==> src/rtl/execute_muldiv_pkg.sv <==
// rtl/execute_muldiv_pkg.sv - shared encodings for the iterative M-extension unit
//
// Purpose: funct3 encodings of the RV M-extension ops, the FSM state type and
// small helpers that decode operand signedness from funct3.
package execute_muldiv_pkg;

  localparam logic [2:0] MULDIV_MUL    = 3'b000;
  localparam logic [2:0] MULDIV_MULH   = 3'b001;
  localparam logic [2:0] MULDIV_MULHSU = 3'b010;
  localparam logic [2:0] MULDIV_MULHU  = 3'b011;
  localparam logic [2:0] MULDIV_DIV    = 3'b100;
  localparam logic [2:0] MULDIV_DIVU   = 3'b101;
  localparam logic [2:0] MULDIV_REM    = 3'b110;
  localparam logic [2:0] MULDIV_REMU   = 3'b111;

  typedef enum logic [1:0] {
    MD_IDLE = 2'd0,
    MD_MUL  = 2'd1,
    MD_DIV  = 2'd2,
    MD_DONE = 2'd3
  } md_state_e;

  // rs1 is treated as signed by every op except the fully unsigned ones.
  function automatic logic op_signed_a(input logic [2:0] op);
    return (op != MULDIV_MULHU) && (op != MULDIV_DIVU) && (op != MULDIV_REMU);
  endfunction

  // rs2 is signed only for MUL/MULH/DIV/REM; MULHSU treats it as unsigned.
  function automatic logic op_signed_b(input logic [2:0] op);
    return (op == MULDIV_MUL) || (op == MULDIV_MULH) ||
           (op == MULDIV_DIV) || (op == MULDIV_REM);
  endfunction

endpackage

==> src/rtl/execute_muldiv_iter.sv <==
// rtl/execute_muldiv_iter.sv - unsigned shift-add multiplier / restoring divider core
//
// Purpose: iterates on operand magnitudes only; sign handling lives in the parent.
// Ports:
//   clk, reset  - clock, asynchronous active-high reset
//   start_i     - load a_i/b_i and begin iterating
//   div_i       - 1: restoring divide (1 bit/cycle), 0: multiply (MUL_BITS/cycle)
//   abort_i     - drop the running operation, counter back to 0
//   a_i, b_i    - multiplier/dividend, multiplicand/divisor magnitudes
//   done_o      - high during the final iteration cycle
//   acc_o       - mul: full 2*XLEN product; div: {remainder, quotient}
module execute_muldiv_iter #(
  parameter int XLEN     = 32,
  parameter int MUL_BITS = 2
) (
  input  logic              clk,
  input  logic              reset,
  input  logic              start_i,
  input  logic              div_i,
  input  logic              abort_i,
  input  logic [XLEN-1:0]   a_i,
  input  logic [XLEN-1:0]   b_i,
  output logic              done_o,
  output logic [2*XLEN-1:0] acc_o
);

  localparam int ITER = XLEN / MUL_BITS;
  localparam int CW   = $clog2(XLEN);

  logic [CW-1:0]       cnt_q, cnt_d;
  logic                run_q, run_d;
  logic                div_q, div_d;
  logic [2*XLEN-1:0]   acc_q, acc_d;
  logic [XLEN-1:0]     b_q, b_d;

  logic [CW-1:0]          last;
  logic [XLEN+MUL_BITS-1:0] pp, hi_sum;
  logic [2*XLEN-1:0]      mul_next, div_next;
  logic [XLEN:0]          trial;

  assign last   = div_q ? CW'(XLEN - 1) : CW'(ITER - 1);
  assign done_o = run_q && (cnt_q == last);
  assign acc_o  = acc_q;

  // Multiply: the low half holds the remaining multiplier bits; each cycle the
  // lowest MUL_BITS of it select a partial product added into the high half,
  // then the whole accumulator shifts right by MUL_BITS.
  always_comb begin
    pp       = {{MUL_BITS{1'b0}}, b_q} * {{XLEN{1'b0}}, acc_q[MUL_BITS-1:0]};
    hi_sum   = {{MUL_BITS{1'b0}}, acc_q[2*XLEN-1:XLEN]} + pp;
    mul_next = {hi_sum, acc_q[XLEN-1:MUL_BITS]};
  end

  // Divide: {rem, quot} shifts left one bit; the divisor is subtracted from the
  // shifted remainder and the result kept only when it did not borrow.
  always_comb begin
    trial    = acc_q[2*XLEN-1:XLEN-1] - {1'b0, b_q};
    div_next = trial[XLEN] ? {acc_q[2*XLEN-2:0], 1'b0}
                           : {trial[XLEN-1:0], acc_q[XLEN-2:0], 1'b1};
  end

  always_comb begin
    cnt_d = cnt_q;
    run_d = run_q;
    div_d = div_q;
    acc_d = acc_q;
    b_d   = b_q;
    if (abort_i) begin
      run_d = 1'b0;
      cnt_d = '0;
    end else if (start_i) begin
      acc_d = {{XLEN{1'b0}}, a_i};
      b_d   = b_i;
      div_d = div_i;
      cnt_d = '0;
      run_d = 1'b1;
    end else if (run_q) begin
      acc_d = div_q ? div_next : mul_next;
      if (done_o) begin
        run_d = 1'b0;
        cnt_d = '0;
      end else begin
        cnt_d = cnt_q + CW'(1);
      end
    end
  end

  always_ff @(posedge clk or posedge reset) begin
    if (reset) begin
      cnt_q <= '0;
      run_q <= 1'b0;
      div_q <= 1'b0;
      acc_q <= '0;
      b_q   <= '0;
    end else begin
      cnt_q <= cnt_d;
      run_q <= run_d;
      div_q <= div_d;
      acc_q <= acc_d;
      b_q   <= b_d;
    end
  end

endmodule

==> src/rtl/execute_muldiv.sv <==
// rtl/execute_muldiv.sv - iterative RV M-extension unit beside the EX-stage ALU
//
// Purpose: runs MUL*/DIV*/REM* over several cycles, requests a pipeline freeze
// through busy, and feeds a registered result into the EX/MEM register.
// Ports:
//   clk, reset                     - clock, asynchronous active-high reset
//   valid_in, exception_in         - EX slot occupancy and pending exception
//   muldiv_in, muldiv_op           - M-extension op flag and its funct3
//   rs1_data, rs2_data, rd_addr_in - operands and destination
//   stall, invalidate              - downstream hold, slot flush
//   data_hazard                    - rd of an in-flight muldiv slot, else 0
//   busy                           - freeze request to the hazard unit
//   result, rd_addr_out            - registered result and destination
//   muldiv_out, valid_out          - registered writeback-valid and slot-valid
module execute_muldiv
  import execute_muldiv_pkg::*;
#(
  parameter int XLEN     = 32,
  parameter int MUL_BITS = 2
) (
  input  logic            clk,
  input  logic            reset,
  input  logic            valid_in,
  input  logic            exception_in,
  input  logic            muldiv_in,
  input  logic [2:0]      muldiv_op,
  input  logic [XLEN-1:0] rs1_data,
  input  logic [XLEN-1:0] rs2_data,
  input  logic [4:0]      rd_addr_in,
  input  logic            stall,
  input  logic            invalidate,
  output logic [4:0]      data_hazard,
  output logic            busy,
  output logic [XLEN-1:0] result,
  output logic [4:0]      rd_addr_out,
  output logic            muldiv_out,
  output logic            valid_out
);

  localparam logic [XLEN-1:0] MOST_NEG = {1'b1, {(XLEN-1){1'b0}}};

  md_state_e state_q, state_d;

  logic            start, special, div_zero, sgn_ovf, sign_a, sign_b;
  logic [XLEN-1:0] mag_a, mag_b, spec_val;

  logic [2:0]      op_q;
  logic [4:0]      rd_q;
  logic            sign_a_q, sign_b_q, special_q;
  logic [XLEN-1:0] spec_val_q;

  logic              iter_done;
  logic [2*XLEN-1:0] iter_acc, prod_s;
  logic [XLEN-1:0]   quot_s, rem_s, final_res;

  logic [XLEN-1:0] result_q;
  logic [4:0]      rd_out_q;
  logic            muldiv_out_q, valid_out_q;

  assign sign_a   = op_signed_a(muldiv_op) && rs1_data[XLEN-1];
  assign sign_b   = op_signed_b(muldiv_op) && rs2_data[XLEN-1];
  assign mag_a    = sign_a ? -rs1_data : rs1_data;
  assign mag_b    = sign_b ? -rs2_data : rs2_data;
  assign div_zero = (rs2_data == '0);
  // Only the signed divide ops (funct3[0]=0) can overflow.
  assign sgn_ovf  = !muldiv_op[0] && (rs1_data == MOST_NEG) && (rs2_data == '1);
  assign special  = muldiv_op[2] && (div_zero || sgn_ovf);
  // funct3[1] separates REM* from DIV*.
  assign spec_val = div_zero ? (muldiv_op[1] ? rs1_data : '1)
                             : (muldiv_op[1] ? '0 : rs1_data);

  assign start       = valid_in && !exception_in && muldiv_in && !invalidate &&
                       (state_q == MD_IDLE);
  assign busy        = start || (state_q == MD_MUL) || (state_q == MD_DIV);
  assign data_hazard = (valid_in && !exception_in && muldiv_in) ? rd_addr_in : 5'd0;

  execute_muldiv_iter #(
    .XLEN     (XLEN),
    .MUL_BITS (MUL_BITS)
  ) u_iter (
    .clk     (clk),
    .reset   (reset),
    .start_i (start && !special),
    .div_i   (muldiv_op[2]),
    .abort_i (invalidate),
    .a_i     (mag_a),
    .b_i     (mag_b),
    .done_o  (iter_done),
    .acc_o   (iter_acc)
  );

  always_comb begin
    state_d = state_q;
    case (state_q)
      MD_IDLE: begin
        if (start) begin
          if (special)           state_d = MD_DONE;
          else if (muldiv_op[2]) state_d = MD_DIV;
          else                   state_d = MD_MUL;
        end
      end
      MD_MUL, MD_DIV: begin
        if (invalidate)     state_d = MD_IDLE;
        else if (iter_done) state_d = MD_DONE;
      end
      MD_DONE: begin
        // Leaving DONE only at the consuming edge keeps the held slot from
        // being accepted a second time.
        if (invalidate || !stall) state_d = MD_IDLE;
      end
      default: state_d = MD_IDLE;
    endcase
  end

  // Sign fix-up of the magnitude result.
  always_comb begin
    prod_s = (sign_a_q ^ sign_b_q) ? -iter_acc : iter_acc;
    quot_s = (sign_a_q ^ sign_b_q) ? -iter_acc[XLEN-1:0] : iter_acc[XLEN-1:0];
    rem_s  = sign_a_q ? -iter_acc[2*XLEN-1:XLEN] : iter_acc[2*XLEN-1:XLEN];
    if (special_q)             final_res = spec_val_q;
    else if (op_q[2])          final_res = op_q[1] ? rem_s : quot_s;
    else if (op_q == MULDIV_MUL) final_res = prod_s[XLEN-1:0];
    else                       final_res = prod_s[2*XLEN-1:XLEN];
  end

  always_ff @(posedge clk or posedge reset) begin
    if (reset) begin
      state_q    <= MD_IDLE;
      op_q       <= '0;
      rd_q       <= '0;
      sign_a_q   <= 1'b0;
      sign_b_q   <= 1'b0;
      special_q  <= 1'b0;
      spec_val_q <= '0;
    end else begin
      state_q <= state_d;
      if (start) begin
        op_q       <= muldiv_op;
        rd_q       <= rd_addr_in;
        sign_a_q   <= sign_a;
        sign_b_q   <= sign_b;
        special_q  <= special;
        spec_val_q <= spec_val;
      end
    end
  end

  // Output register: an abort clears it even under stall; otherwise stall holds it.
  always_ff @(posedge clk or posedge reset) begin
    if (reset) begin
      result_q     <= '0;
      rd_out_q     <= '0;
      muldiv_out_q <= 1'b0;
      valid_out_q  <= 1'b0;
    end else if (invalidate && (state_q != MD_IDLE)) begin
      muldiv_out_q <= 1'b0;
      valid_out_q  <= 1'b0;
    end else if (!stall) begin
      if (state_q == MD_DONE) begin
        result_q     <= final_res;
        rd_out_q     <= rd_q;
        muldiv_out_q <= 1'b1;
        valid_out_q  <= 1'b1;
      end else begin
        // A slot that just started iterating is a bubble until DONE.
        muldiv_out_q <= 1'b0;
        valid_out_q  <= (state_q == MD_IDLE) && valid_in && !invalidate && !start;
      end
    end
  end

  assign result      = result_q;
  assign rd_addr_out = rd_out_q;
  assign muldiv_out  = muldiv_out_q;
  assign valid_out   = valid_out_q;

endmodule

==> config.mk <==
export PLATFORM = sky130hd
export DESIGN_NAME = execute_muldiv
export DESIGN_NICKNAME = d
export VERILOG_FILES = /design/src/rtl/execute_muldiv_pkg.sv /design/src/rtl/execute_muldiv_iter.sv /design/src/rtl/execute_muldiv.sv
export SDC_FILE = /design/constraint.sdc
export NUM_CORES = 1
export LEC_CHECK = 0
export CORE_UTILIZATION = 60
export DETAILED_ROUTE_END_ITERATION = 10
export DONT_BUFFER_PORTS = 1
export PLACE_DENSITY = 0.8
export SLEW_MARGIN = 20
export SYNTH_ARGS = -nofsm -noshare
export SYNTH_HDL_FRONTEND = slang
export SYNTH_SLANG_ARGS = --single-unit
==> constraint.sdc <==
create_clock -name clk -period 7.25 [get_ports clk]
set_input_delay 2.175 -clock clk [delete_from_list [all_inputs] [get_ports clk]]
set_output_delay 2.175 -clock clk [all_outputs]
set_load 0.01 [all_outputs]
## After elaboration in Yosys (flattened, before gate mapping)

Cells that the tools add are included.

| operators by class | value |
|---|---|
| $add $sub $neg | 8 |
| multipliers | 1 |
| equality and inequality tests | 16 |
| multiplexer cells | 39 |
| bitwise operators | 4 |
| reduce and logical (&&, ||, !) cells | 42 |

Operators by type and width:

| operator | number |
|---|---|
| $mux 32 | 11 |
| $mux 64 | 5 |
| $neg 32->32 | 4 |
| $eq 32x32->1 const B | 2 |
| $neg 64->64 | 1 |
| $add 32x34->34 | 1 |
| $mul 32x2->34 | 1 |
| $sub 33x32->33 | 1 |
| $logic_not 32->1 | 1 |
| $mux 5 | 6 |
| $logic_and 1x1->1 | 17 |
| $mux 2 | 6 |
| $mux 1 | 10 |
| $ne 3x3->1 const B | 3 |
| $logic_or 1x1->1 | 7 |
| $eq 3x3->1 const B | 2 |
| $logic_not 1->1 | 6 |
| $logic_not 3->1 | 2 |
| $pmux 2 s3 | 1 |
| $reduce_and 3->1 | 2 |
| $add 5x1->5 const B | 1 |
| $eq 5x5->1 | 1 |
| $eq 2x2->1 const B | 2 |
| $ne 2x2->1 const B | 2 |
| other kinds (11) | 15 |

| word-level totals | value |
|---|---|
| flip-flop bits (word level) | 187 |
| output and inout port bits | 45 |
| word-level logic and storage cells | 126 |

## Longest topological paths before layout

| depth | value |
|---|---|
| depth in word-level cells | 10 |
| mapped depth | 16 |

## Modules after synthesis

Synthesis repeated with hierarchy kept, for this count alone.

| second synthesis, totals | value |
|---|---|
| cell total of the unflattened synthesis | 2,351 |
| area, all modules | 17,930.9 um^2 |

Modules (own cells, without submodules):

| module | times used | cells each | area each (um^2) | seq. area each (um^2) |
|---|---|---|---|---|
| execute_muldiv_iter | 1 | 1,248 | 9,710.6 | 2,577.5 |
| execute_muldiv | 1 | 1,103 | 8,220.4 | 2,102.0 |

## Worst setup path before layout

No wires, ideal clock.

| timing | value |
|---|---|
| kind | input -> output |
| start point | input valid_in |
| end point | output busy |
| arrival | 2.979 ns |
| slack | 2.096 ns |
| stages on the path | 4 |
| buffers on the path | 1 |
| cells stage by stage | and3b_1 -> and2_1 -> clkbuf_1 -> or3_1 |

| on the way | value |
|---|---|
| word-level cells in the longest chain between the ends | 6 |

RTL lines:

| element | RTL line | text |
|---|---|---|
| start: declaration | execute_muldiv.sv:23 | `input logic valid_in,` |
| $logic_and 1x1->1 (4 in a row) | execute_muldiv.sv:72 | `assign start = valid_in && !exception_in && muldiv_in && !invalidate &&` |
| $logic_or 1x1->1 (2 in a row) | execute_muldiv.sv:74 | `assign busy = start \|\| (state_q == MD_MUL) \|\| (state_q == MD_DIV);` |
| end: declaration | execute_muldiv.sv:33 | `output logic busy,` |

Every way passes these cells.

## Worst setup path after layout

| timing | value |
|---|---|
| start point | input rs1_data[1] |
| end point | register u_iter.acc_q[47], in the netlist u_iter.acc_o[47] |

| on the way | value |
|---|---|
| word-level cells in the longest chain between the ends | 9 |
| elaborated cells between the ends (all ways) | 10 |

RTL lines:

| element | RTL line | text |
|---|---|---|
| start: declaration | execute_muldiv.sv:27 | `input logic [XLEN-1:0] rs1_data,` |
| $eq 32x32->1 (*) | execute_muldiv.sv:66 | `assign sgn_ovf = !muldiv_op[0] && (rs1_data == MOST_NEG) && (rs2_data == '1);` |
| $logic_and 1x1->1 (*) (2 in a row) | execute_muldiv.sv:66 |  |
| $logic_or 1x1->1 (*) | execute_muldiv.sv:67 | `assign special = muldiv_op[2] && (div_zero \|\| sgn_ovf);` |
| $logic_and 1x1->1 (*) | execute_muldiv.sv:67 |  |
| $logic_not 1->1 (*) | execute_muldiv.sv:83 | `.start_i (start && !special),` |
| $logic_and 1x1->1 (*) | execute_muldiv.sv:83 |  |
| $reduce_bool 2->1 (no source line) | - |  |
| $reduce_and 2->1 (no source line) | - |  |
| end signal: assignment | execute_muldiv_iter.sv:93 | `acc_q <= '0;` |
| end signal: assignment | execute_muldiv_iter.sv:99 | `acc_q <= acc_d;` |
| end: declaration | execute_muldiv_iter.sv:33 | `logic [2*XLEN-1:0] acc_q, acc_d;` |

Mark *: on every way between the ends. The rest lies on a longest branch, timed or not.
A chain may end at the register's enable or synchronous reset.

==> reports/qor.json <==
{
  "status": {"value": "finished clean"},
  "drtIter0Drc": {"value": 2059},
  "cts_hold_buffers": {"value": 0},
  "yosys_warnings": {"value": 0},
  "setup_viol": {"value": 0},
  "first_global_vias": {"value": 15964},
  "post_synth_most_frequent_cells": {"value": "nand2_1, dfrtp_1, a21oi_1"},
  "drt_drc_violations_left": {"value": 0},
  "worst_clock_skew": {"value": 0.02248, "unit": "ns"},
  "root_buffer": {"value": "clkbuf_16"},
  "timing_hold_violations_final": {"value": 0},
  "synth_seq_cells": {"value": 187},
  "vdd_ir_drop_max": {"value": 0.3146, "unit": "mV"},
  "count_of_antenna_violating_nets_left_after_detailed_routing": {"value": 0},
  "drt_pre_antenna_iters": {"value": 8},
  "timing.max_cap.violations": {"value": 0},
  "fp.coreArea": {"value": 0.02870, "unit": "mm2"},
  "dominantRegCellSynth": {"value": "dfrtp_1"},
  "cp_num_buf_inv": {"value": 1},
  "pin_count_of_the_biggest_net_entering_global_routing": {"value": 188},
  "data_arrival_time_at_the_worst_slack_endpoint": {"value": 6.12, "unit": "ns"},
  "postSynthCellCount": {"value": 2266},
  "slowest_stage": {"value": "nand2_1"},
  "cp_num_cells": {"value": 11},
  "avgSynthCellArea": {"value": 7.725, "unit": "um2"},
  "io_pins": {"value": 124},
  "cts.repair.resized": {"value": 0},
  "setup.worst_path.start_class": {"value": "primary input"},
  "synth_seq_area_share": {"value": 26.73, "unit": "%"},
  "worst_slew_margin_rel": {"value": 27.93, "unit": "%"},
  "power.density_cell_area": {"value": 506.3, "unit": "mW/mm2"},
  "timing.fmax": {"value": 172.7, "unit": "MHz"},
  "fillCellCount": {"value": 2480},
  "synth.cell_area": {"value": 0.01751, "unit": "mm2"},
  "synthTopCellsByArea": {"value": "dfrtp_1, nand2_1, xnor2_1"},
  "register_area": {"value": 0.004681, "unit": "mm2"},
  "insertedDiodeCount": {"value": 0},
  "clock_tree_from_tritoncts": {"value": "built"},
  "clk_buf_depth": {"value": 2},
  "clkTransAtPathRegs": {"value": 0.08, "unit": "ns"},
  "yosysUniqueCellTypes": {"value": 87},
  "fin_cells": {"value": 2561},
  "critPathRequiredTime": {"value": 7.58, "unit": "ns"},
  "cp_common_cell": {"value": "nor2_1"},
  "post-route-period-util": {"value": 79.85, "unit": "%"},
  "std_cell_rows": {"value": 62},
  "clock_insertion_delay_at_the_later_pin_of_the_skew_report": {"value": 0.46, "unit": "ns"},
  "final.hold.worst_slack": {"value": 0.4610, "unit": "ns"},
  "dp_cells": {"value": 2528},
  "die_x": {"value": 172.8, "unit": "um"},
  "synth_top_area_cell": {"value": "dfrtp_1"},
  "synth_nets": {"value": 2453},
  "cts-buffers-inserted": {"value": 17},
  "detailroute.via_count": {"value": 16937},
  "cpPeakStageDelay": {"value": 0.82, "unit": "ns"},
  "critical_path.cell_chain": {"value": "inv_1 -> ha_1 -> or3b_2 -> nor4_4 -> nand4_1 -> o21ai_2 -> o21ba_4 -> nor2_1 -> nand2_1 -> nor2_1 -> a221o_1"},
  "syn_to_final_growth": {"value": 4.167, "unit": "%"},
  "rsz0062_at_grt": {"value": "false"},
  "cp-end-kind": {"value": "flop"},
  "number_of_enable_flip_flop_cells_after_synthesis": {"value": 0},
  "grt_util_all_layers": {"value": 36.49, "unit": "%"},
  "final_period_minus_worst_setup_slack": {"value": 5.789, "unit": "ns"},
  "chip_height": {"value": 172.8, "unit": "um"},
  "fp.dieArea": {"value": 0.02986, "unit": "mm2"},
  "max_slew.worst_pin.slew": {"value": 1.077, "unit": "ns"},
  "ctsHtreeMaxLevel": {"value": 4},
  "synth.most_common_cell": {"value": "nand2_1"},
  "detailedPlacementHpwl": {"value": 40270, "unit": "um"},
  "async_reset_ff_share": {"value": 100.0, "unit": "%"},
  "setup_ws_post_layout": {"value": 1.461, "unit": "ns"},
  "routed_wire_length_per_instance": {"value": 21.23, "unit": "um"},
  "critical-path-top-delay-family": {"value": "simple AND/OR/NAND/NOR gates"},
  "final_nets": {"value": 2351},
  "place.port_buffers": {"value": 0},
  "multi_input_area": {"value": 0.01166, "unit": "mm2"},
  "reg2reg_depth": {"value": 14},
  "finalMaxSlewViolations": {"value": 0},
  "layout-drive-gt1-share": {"value": 4.639, "unit": "%"},
  "crit_type": {"value": "primary input to flop"},
  "cts.sinks": {"value": 187},
  "gp_congestion": {"value": 1.018},
  "worst_hold_path_type": {"value": "flop to flop"},
  "cts.repair_timing.setup_buffer_count": {"value": 0},
  "place_ws": {"value": 1.094, "unit": "ns"},
  "drt-vias-per-instance": {"value": 6.613},
  "grt_pass1_wl": {"value": 86970, "unit": "um"},
  "path_max_fanout": {"value": 37},
  "initial_utilization": {"value": 60.99, "unit": "%"},
  "setup_tns": {"value": 0, "unit": "ns"},
  "grt-ovfl-total": {"value": 0},
  "antenna_violations_before_repair": {"value": 1},
  "hold_depth": {"value": 2},
  "synth_top_cell_area_share": {"value": 26.73, "unit": "%"},
  "routed_wl": {"value": 54370, "unit": "um"},
  "power.static_leakage": {"value": 8.293, "unit": "nW"}
}
==> layout make-up <==
class | instances | share of cell area, %
repair buffers | 19 | 0.9812
well taps | 384 | 2.635
clock inverters | 14 | 0.9400
multi-input cells | 1771 | 63.94
inverters | 168 | 3.479
flip-flops and latches | 187 | 25.67
clock buffers | 18 | 2.354
==> metal layers <==
layer	vias up	global-route usage, %	routed length, um
met2	973	58.11	24850
met4	0	16.74	2583
met5	-	0	0
met3	163	6.926	5283
li1	7731	-	-
met1	8070	48.17	21650
==> path summary, 6_finish.rpt <==
kind                                              from                           end  slack, ns
setup reg to reg           u_iter.acc_o[1]$_DFFE_PP0P_  u_iter.acc_o[62]$_DFFE_PP0P_       2.39
hold / removal              spec_val_q[23]$_DFFE_PP0P_    spec_val_q[23]$_DFFE_PP0P_       0.46
hold reg to reg             spec_val_q[23]$_DFFE_PP0P_    spec_val_q[23]$_DFFE_PP0P_       0.46
min in group asynchronous                        reset   u_iter.acc_o[7]$_DFFE_PP0P_       1.69
setup / recovery                           rs1_data[1]  u_iter.acc_o[47]$_DFFE_PP0P_       1.46
max in group asynchronous                        reset      u_iter.div_q$_DFFE_PP0P_       4.56
==> layout by cell type (no fill, tap or decap), drive strengths merged, types with 28 or more instances in the layout <==
| cell | count |
|---|---|
| nand3 | 78 |
| xor2 | 67 |
| o211ai | 44 |
| nor2 | 155 |
| fa | 33 |
| mux2i | 59 |
| a21oi | 177 |
| ha | 75 |
| o31ai | 28 |
| nor3 | 35 |
| nand2 | 337 |
| o21ai | 179 |
| dfrtp | 187 |
| inv | 173 |
| xnor2 | 130 |
==> cells by family (layout without fill, tap and decap cells) <==
logic type	Yosys count	count (layout)	share of synthesized area, %
compound gates	618	618	22.31
xor+xnor	197	197	9.856
fa+ha+maj	108	108	9.134
buf+inv	308	219	6.919
flops	187	187	26.73
mux	63	63	3.631
simple gates	785	785	21.42
==> tightest hold or removal path: stages, from the launching register on <==
cell and delay [ns]:
dfrtp_1 0.34, nand2_1 0.05, nand2_1 0.05
==> where the power goes <==
part	switching (W)	internal (W)	total, W
registers	0.000750	0.00148	0.00223
logic	0.00368	0.00234	0.00602
clock network	0.000488	0.000497	0.000985
total	0.00492	0.00432	0.00923
==> metrics by stage <==
stage	total power, W	instance area [um2]	util [%]
finish	0.009232	18240	63.53
global route	0.009919	18240	63.53
CTS	0.009069	18200	63.42
detailed placement	0.008056	17600	61.33
global placement	0.007864	17600	61.33
floorplan	0.006610	17510	-
==> state kept, by name, indices dropped and copies added (netlist names), 2 cells and up <==
signal / cells
op_q: 3
rd_addr_out: 5
rd_q: 5
result: 32
spec_val_q: 32
state_q: 2
u_iter.acc_o: 64
u_iter.b_q: 32
u_iter.cnt_q: 5
No activity file was read; power rests on OpenSTA's default activity.
